<file path="config.mk">
export PLATFORM = sky130hd
export DESIGN_NAME = orch85_sdm_audio
export DESIGN_NICKNAME = d
export VERILOG_FILES = /design/src/rtl/orch85_sdm_audio.sv
export SDC_FILE = /design/constraint.sdc
export NUM_CORES = 1
export LEC_CHECK = 0
export CORE_MARGIN = 2
export CORE_UTILIZATION = 59
export DETAILED_ROUTE_END_ITERATION = 10
export DONT_BUFFER_PORTS = 1
export PLACE_DENSITY_LB_ADDON = 0.25
export SYNTH_ARGS = -nofsm -noshare
export SYNTH_HDL_FRONTEND = slang
export SYNTH_SLANG_ARGS = --single-unit
</file>
<file path="constraint.sdc">
create_clock -name clk -period 3.3 [get_ports clk]
set_input_delay 0.165 -clock clk [delete_from_list [all_inputs] [get_ports clk]]
set_output_delay 0.165 -clock clk [all_outputs]
set_load 0.02 [all_outputs]
</file>
<file path="src/rtl/orch85_sdm_audio.sv">
// orch85_sdm_audio
// Audio output stage for Orchestra-85 samples plus the cassette port level.
// Each channel mixes its active sample with the cassette contribution, then
// drives a first-order sigma-delta modulator that runs once per tick.
//
// Ports
//   clk         system clock
//   rst         synchronous reset, active high
//   orch_l_wr   one-cycle strobe, orch_data -> left pending sample
//   orch_r_wr   one-cycle strobe, orch_data -> right pending sample
//   orch_data   signed 8-bit sample from the TRS data bus
//   cass_level  cassette port bits [1:0]
//   audio_l     left 1-bit sigma-delta stream
//   audio_r     right 1-bit sigma-delta stream
//   tick        one-cycle pulse marking a modulator update
//
// Optional build macro ORCH85_IDLE_MUTE_EN: after IDLE_TICKS ticks without a
// sample write, both outputs are forced low and the accumulators held at 0
// until the next write.
module orch85_sdm_audio #(
    parameter int TICK_DIV   = 4,
    parameter int CASS_AMPL  = 64,
    parameter int IDLE_TICKS = 65535
) (
    input  logic       clk,
    input  logic       rst,
    input  logic       orch_l_wr,
    input  logic       orch_r_wr,
    input  logic [7:0] orch_data,
    input  logic [1:0] cass_level,
    output logic       audio_l,
    output logic       audio_r,
    output logic       tick
);

    localparam int CW = $clog2(TICK_DIV);

    logic [CW-1:0]     cnt_q, cnt_d;
    logic [7:0]        pend_l_q, pend_l_d, pend_r_q, pend_r_d;
    logic [7:0]        act_l_q, act_l_d, act_r_q, act_r_d;
    logic signed [9:0] cass_val_q, cass_val_d;
    logic [7:0]        acc_l_q, acc_l_d, acc_r_q, acc_r_d;
    logic              aud_l_q, aud_l_d, aud_r_q, aud_r_d;
    logic [7:0]        u_l, u_r;
    logic [8:0]        mod_l, mod_r;
    logic              mute;

    // Saturating mix to [-128, 127], then offset to unsigned by flipping the sign bit.
    function automatic logic [7:0] mix_u(input logic [7:0] a, input logic signed [9:0] c);
        logic signed [9:0] s;
        logic [7:0]        sat;
        s = $signed({{2{a[7]}}, a}) + c;
        if (s > 10'sd127)
            sat = 8'h7F;
        else if (s < -10'sd128)
            sat = 8'h80;
        else
            sat = s[7:0];
        return {~sat[7], sat[6:0]};
    endfunction

    assign tick  = (cnt_q == CW'(TICK_DIV - 1));
    assign u_l   = mix_u(act_l_q, cass_val_q);
    assign u_r   = mix_u(act_r_q, cass_val_q);
    assign mod_l = {1'b0, acc_l_q} + {1'b0, u_l};
    assign mod_r = {1'b0, acc_r_q} + {1'b0, u_r};

`ifdef ORCH85_IDLE_MUTE_EN
    localparam int IW = $clog2(IDLE_TICKS + 1);

    logic [IW-1:0] idle_q, idle_d;

    // Counter stops at IDLE_TICKS, which is also the mute condition.
    assign mute = (idle_q == IW'(IDLE_TICKS));

    always_comb begin
        idle_d = idle_q;
        if (orch_l_wr || orch_r_wr)
            idle_d = '0;
        else if (tick && !mute)
            idle_d = idle_q + IW'(1);
    end

    always_ff @(posedge clk) begin
        if (rst)
            idle_q <= '0;
        else
            idle_q <= idle_d;
    end
`else
    // IDLE_TICKS only matters when idle mute is built in.
    logic unused_idle_ticks;
    assign unused_idle_ticks = (IDLE_TICKS != 0);
    assign mute = 1'b0;
`endif

    // Gating the registered bit makes mute take effect on the very cycle the
    // idle limit is reached.
    assign audio_l = aud_l_q & ~mute;
    assign audio_r = aud_r_q & ~mute;

    always_comb begin
        cnt_d      = tick ? '0 : cnt_q + CW'(1);
        pend_l_d   = orch_l_wr ? orch_data : pend_l_q;
        pend_r_d   = orch_r_wr ? orch_data : pend_r_q;
        act_l_d    = act_l_q;
        act_r_d    = act_r_q;
        cass_val_d = cass_val_q;
        acc_l_d    = acc_l_q;
        acc_r_d    = acc_r_q;
        aud_l_d    = aud_l_q;
        aud_r_d    = aud_r_q;

        if (tick) begin
            // A write landing on the tick bypasses the pending register.
            act_l_d = orch_l_wr ? orch_data : pend_l_q;
            act_r_d = orch_r_wr ? orch_data : pend_r_q;
            case (cass_level)
                2'b01:   cass_val_d = 10'(CASS_AMPL);
                2'b10:   cass_val_d = 10'(-CASS_AMPL);
                default: cass_val_d = '0;
            endcase
            // Modulates with the sample loaded on the previous tick.
            acc_l_d = mod_l[7:0];
            acc_r_d = mod_r[7:0];
            aud_l_d = mod_l[8];
            aud_r_d = mod_r[8];
        end

        if (mute) begin
            acc_l_d = '0;
            acc_r_d = '0;
            aud_l_d = 1'b0;
            aud_r_d = 1'b0;
        end
    end

    always_ff @(posedge clk) begin
        if (rst) begin
            cnt_q      <= '0;
            pend_l_q   <= '0;
            pend_r_q   <= '0;
            act_l_q    <= '0;
            act_r_q    <= '0;
            cass_val_q <= '0;
            acc_l_q    <= '0;
            acc_r_q    <= '0;
            aud_l_q    <= 1'b0;
            aud_r_q    <= 1'b0;
        end else begin
            cnt_q      <= cnt_d;
            pend_l_q   <= pend_l_d;
            pend_r_q   <= pend_r_d;
            act_l_q    <= act_l_d;
            act_r_q    <= act_r_d;
            cass_val_q <= cass_val_d;
            acc_l_q    <= acc_l_d;
            acc_r_q    <= acc_r_d;
            aud_l_q    <= aud_l_d;
            aud_r_q    <= aud_r_d;
        end
    end

endmodule

</file>
Word level (Yosys, flattened, before mapping) --
Index checks and enable logic that the tools add are counted. Widths: inputs -> output; s select.
Word-level totals: register bits 62, input bits 14, output and inout bits 3, logic and storage cells 32
Cells by class: add/sub/neg operators 5, order comparisons 4, equal/unequal tests 3, muxes and demuxes 7, bitwise gates (word level) 2, reduce and logical (&&, ||, !) cells 1
Operators with widths (number):
- $mux 8 | 6
- $add 8x10->10 | 2
- $gt 10x8->1 const B | 2
- $lt 10x8->1 const B | 2
- $pmux 10 s2 | 1
- $add 8x8->9 | 2
- $eq 2x2->1 const B | 2
- $add 2x1->2 const B | 1
- $eq 2x1->1 const B | 1
- $not 1->1 | 2
- $reduce_or 2->1 | 1

Longest topological paths before layout --
depth after elaboration 6, mapped depth 14, mapped depth without buffers 13

Worst setup path before layout --
No wires, ideal clock.
path type reg-to-reg, from register cass_val_q[6], to register acc_r_q[6], library setup time 95 ps, arrival time 2801 ps, required time 3205 ps, slack 404 ps, stages on the path, launching flop included 13, buffers on the path 0, clock period less this slack 2896 ps, cells stage by stage dfxtp_1 > ha_1 > inv_1 > fa_1 > inv_1 > nor2_1 > nor2_1 > ha_1 > fa_1 > a21oi_1 > o211ai_1 > a2111o_1 > o311ai_1
On the way: word-level cells in the longest chain between the ends 5, elaborated cells between the ends (all ways) 6, those cells by class add/sub (2); order compare (2); mux (2)
Ends and longest elaborated chain:
- start: declaration | line 41 | logic signed [9:0] cass_val_q, cass_val_d;
- start signal: assignment | line 156 | cass_val_q <= cass_val_d;
- $add 8x10->10 * | line 52 | s = $signed({{2{a[7]}}, a}) + c;
- $lt 10x8->1 | line 55 | else if (s < -10'sd128)
- $mux 8 | line 55
- $mux 8 * | line 53 | if (s > 10'sd127)
- $add 8x8->9 * | line 66 | assign mod_r = {1'b0, acc_r_q} + {1'b0, u_r};
- end signal: assignment | line 158 | acc_r_q <= acc_r_d;
- end: declaration | line 42 | logic [7:0] acc_l_q, acc_l_d, acc_r_q, acc_r_d;
Mark *: on every way between the ends. The rest lies on a longest branch, timed or not. A chain may end at the register's enable or synchronous reset.

Final worst setup path --
from register act_l_q[6], to register aud_l_q, in the netlist audio_l
On the way: word-level cells in the longest chain between the ends 6, elaborated cells between the ends (all ways) 7, those cells by class add/sub (2); order compare (2); mux (2); bitwise (1)
Ends and longest elaborated chain:
- start: declaration | line 40 | logic [7:0] act_l_q, act_l_d, act_r_q, act_r_d;
- start signal: assignment | line 154 | act_l_q <= act_l_d;
- $add 8x10->10 * | line 52
- $lt 10x8->1 | line 55
- $mux 8 | line 55
- $mux 8 * | line 53
- $not 1->1 | line 59 | return {~sat[7], sat[6:0]};
- $add 8x8->9 * | line 65 | assign mod_l = {1'b0, acc_l_q} + {1'b0, u_l};
- end signal: assignment | line 159 | aud_l_q <= aud_l_d;
- end: declaration | line 43 | logic aud_l_q, aud_l_d, aud_r_q, aud_r_d;
Marked as above.

==> flow_summary.ini <==
[min_path]
hp-class = input pin to flop
hold_path.startpoint = rst

[critical_path]
worst-setup-path-type = flop to flop
cp_cell_sequence = ha_1 > inv_1 > fa_1 > nor2b_1 > nor2_1 > ha_1 > inv_1 > fa_1 > nor2b_1 > o211a_1 > or3b_1 > a41o_1
end_kind = flop
timing.rr.start = act_l_q[6]
cp_slowest_cell = fa_1
crit_required_ps = 3510
arrival_ps = 3380
crit_path_start_kind = flop
worstSetupStartpoint = act_l_q[6]
slowest_delay_ps = 500
crit_path_max_fanout = 7

[routing]
vias_per_cell = 5.76
dr.pass1.iters = 4
drt-initial-drc-count = 95
wl_per_cell_um = 14.5
antenna_left = 0
wirelength_um = 5370
vias = 2127
drc_errors = 0

[synthesis]
yosysSeqAreaShare_pct = 37.3
ys_ff_latch = 54
ys.flop_type = dfxtp_1
avgSynthCellArea_um2 = 9.37
synth_top_area_share_pct = 37.3
synth_area_leaders = dfxtp_1 (37%), ha_1 (8.6%), mux2i_1 (7.9%)
yosysTopAreaCell = dfxtp_1
yosysWarnings = 0
syn_nets = 349
netlist_area_um2 = 2900
synthDistinctLibCells = 55
synth_edf_count = 0
netlist_instances = 309
synth-async-reset-ratio_pct = 0

[die]
io-pin-count = 17
fp.dieH_um = 74.1
dieArea_um2 = 5490
fp-row-count = 25
die_w_um = 74.1
core_area_um2 = 4720
start_util_pct = 61.3

[placement]
place_inst = 360
hpwlAfterDp_um = 3900
preCtsSetupSlack_ps = 165
placed_area_um2 = 2910
gp_congestion = 0.820
port_buffers = 0

[sta]
worst_slack_ps = 131
fin_skew_ps = 9.74
period_minus_slack_ps = 3170
report.final.slew_viol_count = 0
finalSetupViolations = 0
fin_crit_sh_pct = 96.0
slew_headroom_pct = 21.6
worst_pin_slew_ps = 1170
whs_ps = 58.7
finalHoldViolCount = 0
rsz0062_at_grt = yes
fmax_mhz = 316
timing.setup.tns_ps = 0

[final_layout]
drive_above_1_share_pct = 5.63
finalNetCount = 341
multi_input_area_um2 = 1650
final_util_pct = 64.1
areaGrowthSynthToFinish_pct = 4.49
stdcell_count = 369
fill_cells = 392
seq_area_um2 = 1080
antenna_cells = 0
fin_area_um2 = 3030

[clock_tree]
cts_buffers = 5
clock_sinks = 54
clk_transition_reported_paths_ps = 100
cts-root-buf = clkbuf_8
postCtsSetupBuffers = 0
ctsHtreeMaxLevel = 2
postCtsResizedCells = 0
clkLatencyLatePin_ps = 300
clk_path_buf_depth = 2
cts_tree = done

[global_route]
antenna_found_initial = 0
grt_pass1_wl_um = 8940
grt_max_degree = 35
grtUsageTotal_pct = 21.4
grt_pass1_vias = 1933
overflow = 0

[pwr]
powerDensity_nw_per_um2 = 478
peakVddDrop_uv = 177
power.total_mw = 1.45
p_leak_nw = 1.33

[status]
status = completed

[flow_run]
drv_cap = 0
[synth_stat cells, types with 2 or more instances]
cell type and n:
buf_6 3, o21ai_0 2, o21bai_1 3, mux2i_1 23
xnor2_1 2, clkbuf_1 12, inv_1 16, dfxtp_1 54
nor3b_1 7, a21oi_2 2, o21ai_1 2, nand2b_1 4
or3b_1 3, nor2_1 57, o22a_1 16, nor4bb_1 4
fa_1 6, a211oi_1 3, o211ai_2 2, or4_1 2
o311ai_1 4, nor3_1 3, nand3_1 8, a221oi_1 2
o211ai_1 2, nor4_1 2, buf_2 3, o2111ai_1 2
nor2b_1 5, ha_1 20, nand2_1 11
[state kept, by name (all words and copies together), names as in the netlist]
register,count
cass_val_q,2
act_l_q,8
pend_l_q,8
acc_l_q,8
audio_l,1
cnt_q,2
pend_r_q,8
audio_r,1
act_r_q,8
acc_r_q,8
[critical path, delay by kind of cell (launching register included)]
family	cells	cell delay [ps]
compound gates	2	480
fa+ha+maj	4	1130
buf+inv	2	140
flops	1	370
simple gates	4	940
[layout make-up]
class | count | area share (%)
flip-flops and latches | 54 | 35.7
clock inverters | 2 | 1.24
multi-input cells | 219 | 54.6
inverters | 16 | 1.98
well taps | 67 | 2.77
repair buffers | 5 | 1.32
clock buffers | 6 | 2.40
[report_power, final]
| part | internal (mW) | leakage [nW] | total, mW | switching (mW) |
|---|---|---|---|---|
| Combinational | 0.124 | 0.840 | 0.291 | 0.167 |
| Clock | 0.226 | 0.0514 | 0.437 | 0.211 |
| Sequential | 0.696 | 0.441 | 0.718 | 0.0222 |
| Total | 1.05 | 1.33 | 1.45 | 0.400 |
[cell usage in the layout (no fill, tap or decap), types with 6 or more instances in the layout]
cell type and count:
ha_1 19, nor3b_1 7, fa_1 6, mux2i_1 23
o22a_1 16, nand3_1 8, dfxtp_1 54, nand2_1 11
inv_1 16, nor2_1 57
[metal layers]
layer / GRT usage (%) / part of all wire, % / vias to the layer above
met5: 0 / 0 / -
met4: 6.06 / 0.54 / 0
met3: 4.20 / 3.5 / 5
met2: 34.6 / 47 / 34
met1: 29.1 / 48 / 1004
li1: - / - / 1084
[cell families (layout without fill, tap and decap cells)]
family	after synthesis	count (layout)	synth area share, %
buffers and inverters	36	29	5.74
DFF	54	54	37.3
muxes	23	23	7.95
adders and majority gates	27	27	13.1
AOI/OAI and AO/OA	51	51	14.7
and+or+nand+nor	115	115	20.2
xor gates and xnor gates	3	3	0.907
[what timing repair did]
action / CTS / global route
hold buffers: 1 / 0
endpoints found under the setup margin: 0 / 3
hold endpoints to repair: 29 / 0
[final timing paths]
| kind | to | cells past startpoint | slack, ps |
|---|---|---|---|
| setup / recovery | audio_l | 12 | 130 |
| hold / removal | acc_r_q[6] | 2 | 60 |
| setup reg to reg | audio_l | 12 | 130 |
| hold reg to reg | cnt_q[0] | 1 | 440 |
(Power assumes the default switching activity.)
